===== config.mk =====
export PLATFORM = sky130hd
export DESIGN_NAME = jt900h_dma_req
export DESIGN_NICKNAME = d
export VERILOG_FILES = /design/src/rtl/jt900h_dma_pkg.sv /design/src/rtl/jt900h_dma_prio.sv /design/src/rtl/jt900h_dma_req.sv
export SDC_FILE = /design/constraint.sdc
export NUM_CORES = 1
export LEC_CHECK = 0
export BUFFER_PORTS_ARGS = -buffer_cell sky130_fd_sc_hd__buf_4
export CAP_MARGIN = 25
export CORE_ASPECT_RATIO = 0.6
export CORE_UTILIZATION = 60
export CTS_CLUSTER_DIAMETER = 120
export CTS_CLUSTER_SIZE = 10
export DETAILED_ROUTE_END_ITERATION = 10
export GPL_TIMING_DRIVEN = 0
export PLACE_DENSITY = 0.88
export REMOVE_ABC_BUFFERS = 1
export SETUP_SLACK_MARGIN = 0.3
export SLEW_MARGIN = 20
export SYNTH_ARGS = -nofsm -noshare
export SYNTH_HDL_FRONTEND = slang
export SYNTH_SLANG_ARGS = --single-unit

===== constraint.sdc =====
create_clock -name clk -period 4.1 [get_ports clk]
set_input_delay 0.41 -clock clk [delete_from_list [all_inputs] [get_ports clk]]
set_output_delay 0.41 -clock clk [all_outputs]
set_load 0.01 [all_outputs]

===== src/rtl/jt900h_dma_pkg.sv =====
// Purpose : shared constants and FSM encoding for the DMA request block and the uDMA.
// Latency : n/a (package only).
// Backpr. : n/a (package only).
package jt900h_dma_pkg;

    localparam int DMA_CH = 4;   // channel count, shared with the uDMA
    localparam int CH_W   = 2;   // channel index width
    localparam int VEC_W  = 5;   // start-vector width
    localparam int SRC_N  = 32;  // interrupt source count

    typedef enum logic [1:0] {
        ST_IDLE = 2'd0,
        ST_REQ  = 2'd1,
        ST_XFER = 2'd2
    } dma_st_t;

endpackage


===== src/rtl/jt900h_dma_prio.sv =====
// Purpose : fixed-priority 4-to-2 encoder, channel 0 has highest priority.
// Latency : combinational.
// Backpr. : none.
// Ports   : req  - pending channel bits
//           idx  - lowest-numbered set bit of req (0 when none set)
//           vld  - at least one bit of req is set
module jt900h_dma_prio
    import jt900h_dma_pkg::*;
(
    input  logic [DMA_CH-1:0] req,
    output logic [CH_W-1:0]   idx,
    output logic              vld
);

    always_comb begin
        vld = |req;
        idx = '0;
        // Scan downwards so the lowest set bit is the last to assign idx.
        for (int n = DMA_CH - 1; n >= 0; n--) begin
            if (req[n]) idx = CH_W'(n);
        end
    end

endmodule


===== src/rtl/jt900h_dma_req.sv =====
// Purpose : maps interrupt strobes onto four DMA channels and requests transfers from the uDMA.
// Latency : strobe -> dma_req two cen-cycles; one idle cen-cycle between consecutive requests.
// Backpr. : request held until dma_ack; next request waits for dma_done; cen=0 freezes everything.
// Ports   : clk/rst_n/cen        - clock, async active-low reset, clock enable
//           int_stb/int_pass     - interrupt strobes in, uncaptured strobes out
//           dmav_we/sel/din/dout - start-vector register write and combinational readback
//           tc_clr               - per-channel terminal-count clear from the uDMA
//           dma_req/ch/ack/done  - request handshake with the uDMA
module jt900h_dma_req
    import jt900h_dma_pkg::*;
(
    input  logic                clk,
    input  logic                rst_n,
    input  logic                cen,
    input  logic [SRC_N-1:0]    int_stb,
    input  logic                dmav_we,
    input  logic [CH_W-1:0]     dmav_sel,
    input  logic [VEC_W-1:0]    dmav_din,
    output logic [VEC_W-1:0]    dmav_dout,
    input  logic [DMA_CH-1:0]   tc_clr,
    output logic                dma_req,
    output logic [CH_W-1:0]     dma_ch,
    input  logic                dma_ack,
    input  logic                dma_done,
    output logic [SRC_N-1:0]    int_pass
);

    logic [VEC_W-1:0]  vec [DMA_CH];
    logic [DMA_CH-1:0] pend;
    logic [DMA_CH-1:0] cap;       // strobe on this channel's vector this cycle
    logic [DMA_CH-1:0] dis;       // channel being disabled this cycle
    logic [DMA_CH-1:0] ack_clr;   // pend bit retired by the uDMA ack
    logic [SRC_N-1:0]  claimed;   // sources owned by an enabled channel
    logic [CH_W-1:0]   win_ch;
    logic              win_vld;
    dma_st_t           st;

    assign dmav_dout = vec[dmav_sel];
    assign int_pass  = int_stb & ~claimed;

    always_comb begin
        cap     = '0;
        dis     = '0;
        claimed = '0;
        for (int n = 0; n < DMA_CH; n++) begin
            cap[n] = (vec[n] != '0) && int_stb[vec[n]];
            // Either a clear or a zero write turns the channel off.
            dis[n] = tc_clr[n] || (dmav_we && dmav_sel == CH_W'(n) && dmav_din == '0);
            // Vector 0 means disabled, so source 0 is never claimed.
            if (vec[n] != '0) claimed[vec[n]] = 1'b1;
        end
    end

    always_comb begin
        ack_clr = '0;
        if (st == ST_REQ && dma_ack) ack_clr[dma_ch] = 1'b1;
    end

    jt900h_dma_prio u_prio (
        .req (pend),
        .idx (win_ch),
        .vld (win_vld)
    );

    // Vector registers and pending flags.
    always_ff @(posedge clk or negedge rst_n) begin
        if (!rst_n) begin
            for (int n = 0; n < DMA_CH; n++) vec[n] <= '0;
            pend <= '0;
        end else if (cen) begin
            for (int n = 0; n < DMA_CH; n++) begin
                if (tc_clr[n])
                    vec[n] <= '0;
                else if (dmav_we && dmav_sel == CH_W'(n))
                    vec[n] <= dmav_din;
            end
            // A fresh capture outranks the ack clear; disabling outranks both.
            pend <= ((pend & ~ack_clr) | cap) & ~dis;
        end
    end

    // Request state machine with registered outputs.
    always_ff @(posedge clk or negedge rst_n) begin
        if (!rst_n) begin
            st      <= ST_IDLE;
            dma_req <= 1'b0;
            dma_ch  <= '0;
        end else if (cen) begin
            case (st)
                ST_IDLE: begin
                    if (win_vld) begin
                        st      <= ST_REQ;
                        dma_req <= 1'b1;
                        dma_ch  <= win_ch;
                    end
                end
                ST_REQ: begin
                    if (dis[dma_ch]) begin
                        // Channel switched off before the uDMA took it.
                        st      <= ST_IDLE;
                        dma_req <= 1'b0;
                    end else if (dma_ack) begin
                        st      <= ST_XFER;
                        dma_req <= 1'b0;
                    end
                end
                ST_XFER: begin
                    // A running transfer is never aborted; only done ends it.
                    if (dma_done) st <= ST_IDLE;
                end
                default: begin
                    st      <= ST_IDLE;
                    dma_req <= 1'b0;
                end
            endcase
        end
    end

endmodule

==> flow_summary.toml <==
[outcome]
status = "complete, no violations"

[detailed_routing]
via_count = 4833
drt_iter0_drc = 914
route.detailed.drc = 0
drt-total-wl_um = 16300
ant_nets = 0
via_per_inst = 7.75
drtPass1Iterations = 7
wl_per_cell_um = 26.0

[job]
drv_cap = 0

[floorplanning]
fp.dieArea_um2 = 6560
die_w_um = 104
rows = 21
core_um2 = 5780
ios = 89
start_util_pct = 64.7
die_height_um = 63.1

[sta]
worst_pin_slew_ns = 1.13
rsz0062_at_grt = "false"
slew_violations = 0
fin_crit_sh_pct = 74.8
fmax_ghz = 0.326
min_period_ns = 3.07
finalSetupViolations = 0
finalHoldViolCount = 0
slew_headroom_pct = 24.4
setup_tns_ns = 0
finalClockSkew_ns = 0.00488
finalWorstSetupSlack_ns = 1.03

[global_route]
grt.overflow.total = 0
met3_usage_pct = 27.4
busiest_layer = "met2"
grt_usage_pct = 49.2
grt_max_degree = 30
first_global_vias = 4391
met2_usage_pct = 66.1
use_met1_pct = 65.3
grt_antenna_before_repair = 0
grt_pass1_wl_um = 24500

[critical_path]
start_kind = "flop"
r2r_cells = 5
worstPathArrival_ns = 2.66
cp_data_required_time_ns = 3.69
critPathKind = "reg -> out"
end_kind = "output port"
crit_fanout = 21

[pwr]
power.leakage_nw = 1.75
power_w = 0.00145
p_per_area_nw_per_um2 = 331
ir_drop_mv = 0.303

[placed_design]
dp.cells = 615
routabilityCongestion = 1.06
pre_cts_slack_ns = 1.51
dpl.hpwl_um = 11500
portBuffers = 88

[cells_and_area]
fill_cells = 443
final_util_pct = 75.8
diodes = 0
stdcell_count = 624
drive_gt1_share_pct = 21.9
syn_to_final_growth_pct = 17.2
final_nets = 592
regArea_um2 = 728
multi_input_area_um2 = 2790

[synth]
synth_seq_cells = 29
synth_top_area_share_pct = 19.4
avgSynthCellArea_um2 = 7.52
yosysMostFrequentCell = "mux2i_1"
synth_seq_area_share_pct = 19.4
ys_warn_count = 0
netlist_area_um2 = 3740
synth_edf_count = 0
yosys_most_used_dff = "dfrtp_1"
synth_top_area_cell = "dfrtp_1"
async_flop_share_pct = 100
synthTopCellsByArea = "dfrtp_1, mux2i_1, o22ai_1"
netlist_top_cells_count = "mux2i_1, o21ai_0, o22ai_1, nor2_1, nand2_1"
syn_inst = 497
ys_types = 49

[clock_network]
cts_root_buf = "clkbuf_8"
cts_buffers = 5
cts_resized = 0
cts_setup_buffers = 0
clk_pin_slew_worst_paths_ns = 0.07
cts_sinks = 29
htree_num_levels = 2
cts_hold_buf = 0
clock_latency_ns = 0.30
cts_tree = "built"
clockBufferDepth = 2

[min_path]
hold_class = "in -> async"
==> layout make-up <==
class	count	area share, %
well taps	80	2.28
multi-input cells	416	63.6
inverters	2	0.171
clock buffers	6	1.66
repair buffers	89	15.4
clock inverters	2	0.228
flip-flops and latches	29	16.6
==> cell families after synthesis <==
group / Yosys count / share of synthesized area (%)
AND/OR/NAND/NOR: 198 / 28.3
AO/OA/AOI/OAI: 146 / 24.1
multiplexers: 72 / 22.2
buffers and inverters: 52 / 5.99
flip-flops: 29 / 19.4
==> path summary, 6_finish.rpt <==
| path | start | slack (ns) | to |
|---|---|---|---|
| max reg2reg | vec[15]$_DFFE_PN0P_ | 1.44 | pend[0]$_DFFE_PN0P_ |
| min | rst_n | 0.03 | vec[7]$_DFFE_PN0P_ |
| min in group clk | dma_done | 0.43 | st[1]$_DFFE_PN0P_ |
| max in group asynchronous | rst_n | 3.77 | vec[10]$_DFFE_PN0P_ |
| min reg2reg | dma_req$_DFFE_PN0P_ | 0.51 | dma_req$_DFFE_PN0P_ |
| max | vec[15]$_DFFE_PN0P_ | 1.03 | int_pass[1] |
==> placed cells by master (no fill, tap or decap), types with 3 or more instances in the layout <==
cell / count
a21o_1: 3
a21oi_1: 3
a22o_1: 3
buf_4: 88
clkbuf_8: 5
dfrtp_1: 27
mux2i_1: 63
mux4_1: 5
nand2_1: 38
nand2b_1: 28
nand3_1: 6
nand3b_1: 11
nor2_1: 40
nor3_1: 32
nor3b_1: 4
nor4_1: 8
o21ai_0: 58
o21ai_1: 4
o22ai_1: 53
o31ai_1: 4
o32ai_1: 5
or2_2: 5
or3_1: 5
or3b_1: 3
or3b_2: 7
==> through the flow <==
| step | hold WS (ns) | area (µm²) |
|---|---|---|
| floorplan | 0.114 | 3520 |
| global placement | 0.345 | 4280 |
| detailed placement | 0.354 | 4280 |
| CTS | 0.0513 | 4370 |
| global route | 0.0602 | 4380 |
| finish | 0.0317 | 4380 |
==> worst max-delay path, stage by stage (launching register included) <==
cell and delay [ns]:
dfrtp_1 1.10, nand2b_1 0.66, o21ai_0 0.37, nor3_1 0.09
buf_4 0.15
==> metal layers <==
layer | vias to the layer above | part of all wire, %
li1 | 1964 | -
met4 | 0 | 5.4
met2 | 569 | 37
met3 | 119 | 21
met5 | - | 0
met1 | 2181 | 36
==> sequential cells by signal, indices dropped and copies added (netlist names) <==
signal / count
vec: 20
pend: 4
dma_ch: 2
st: 2
dma_req: 1
==> report_power, final <==
part           internal, W  total [W]  switching, W
clock             0.000118   0.000244      0.000126
sequential        0.000342   0.000500      0.000159
combinational     0.000315   0.000708      0.000394
(Power assumes the default switching activity.)
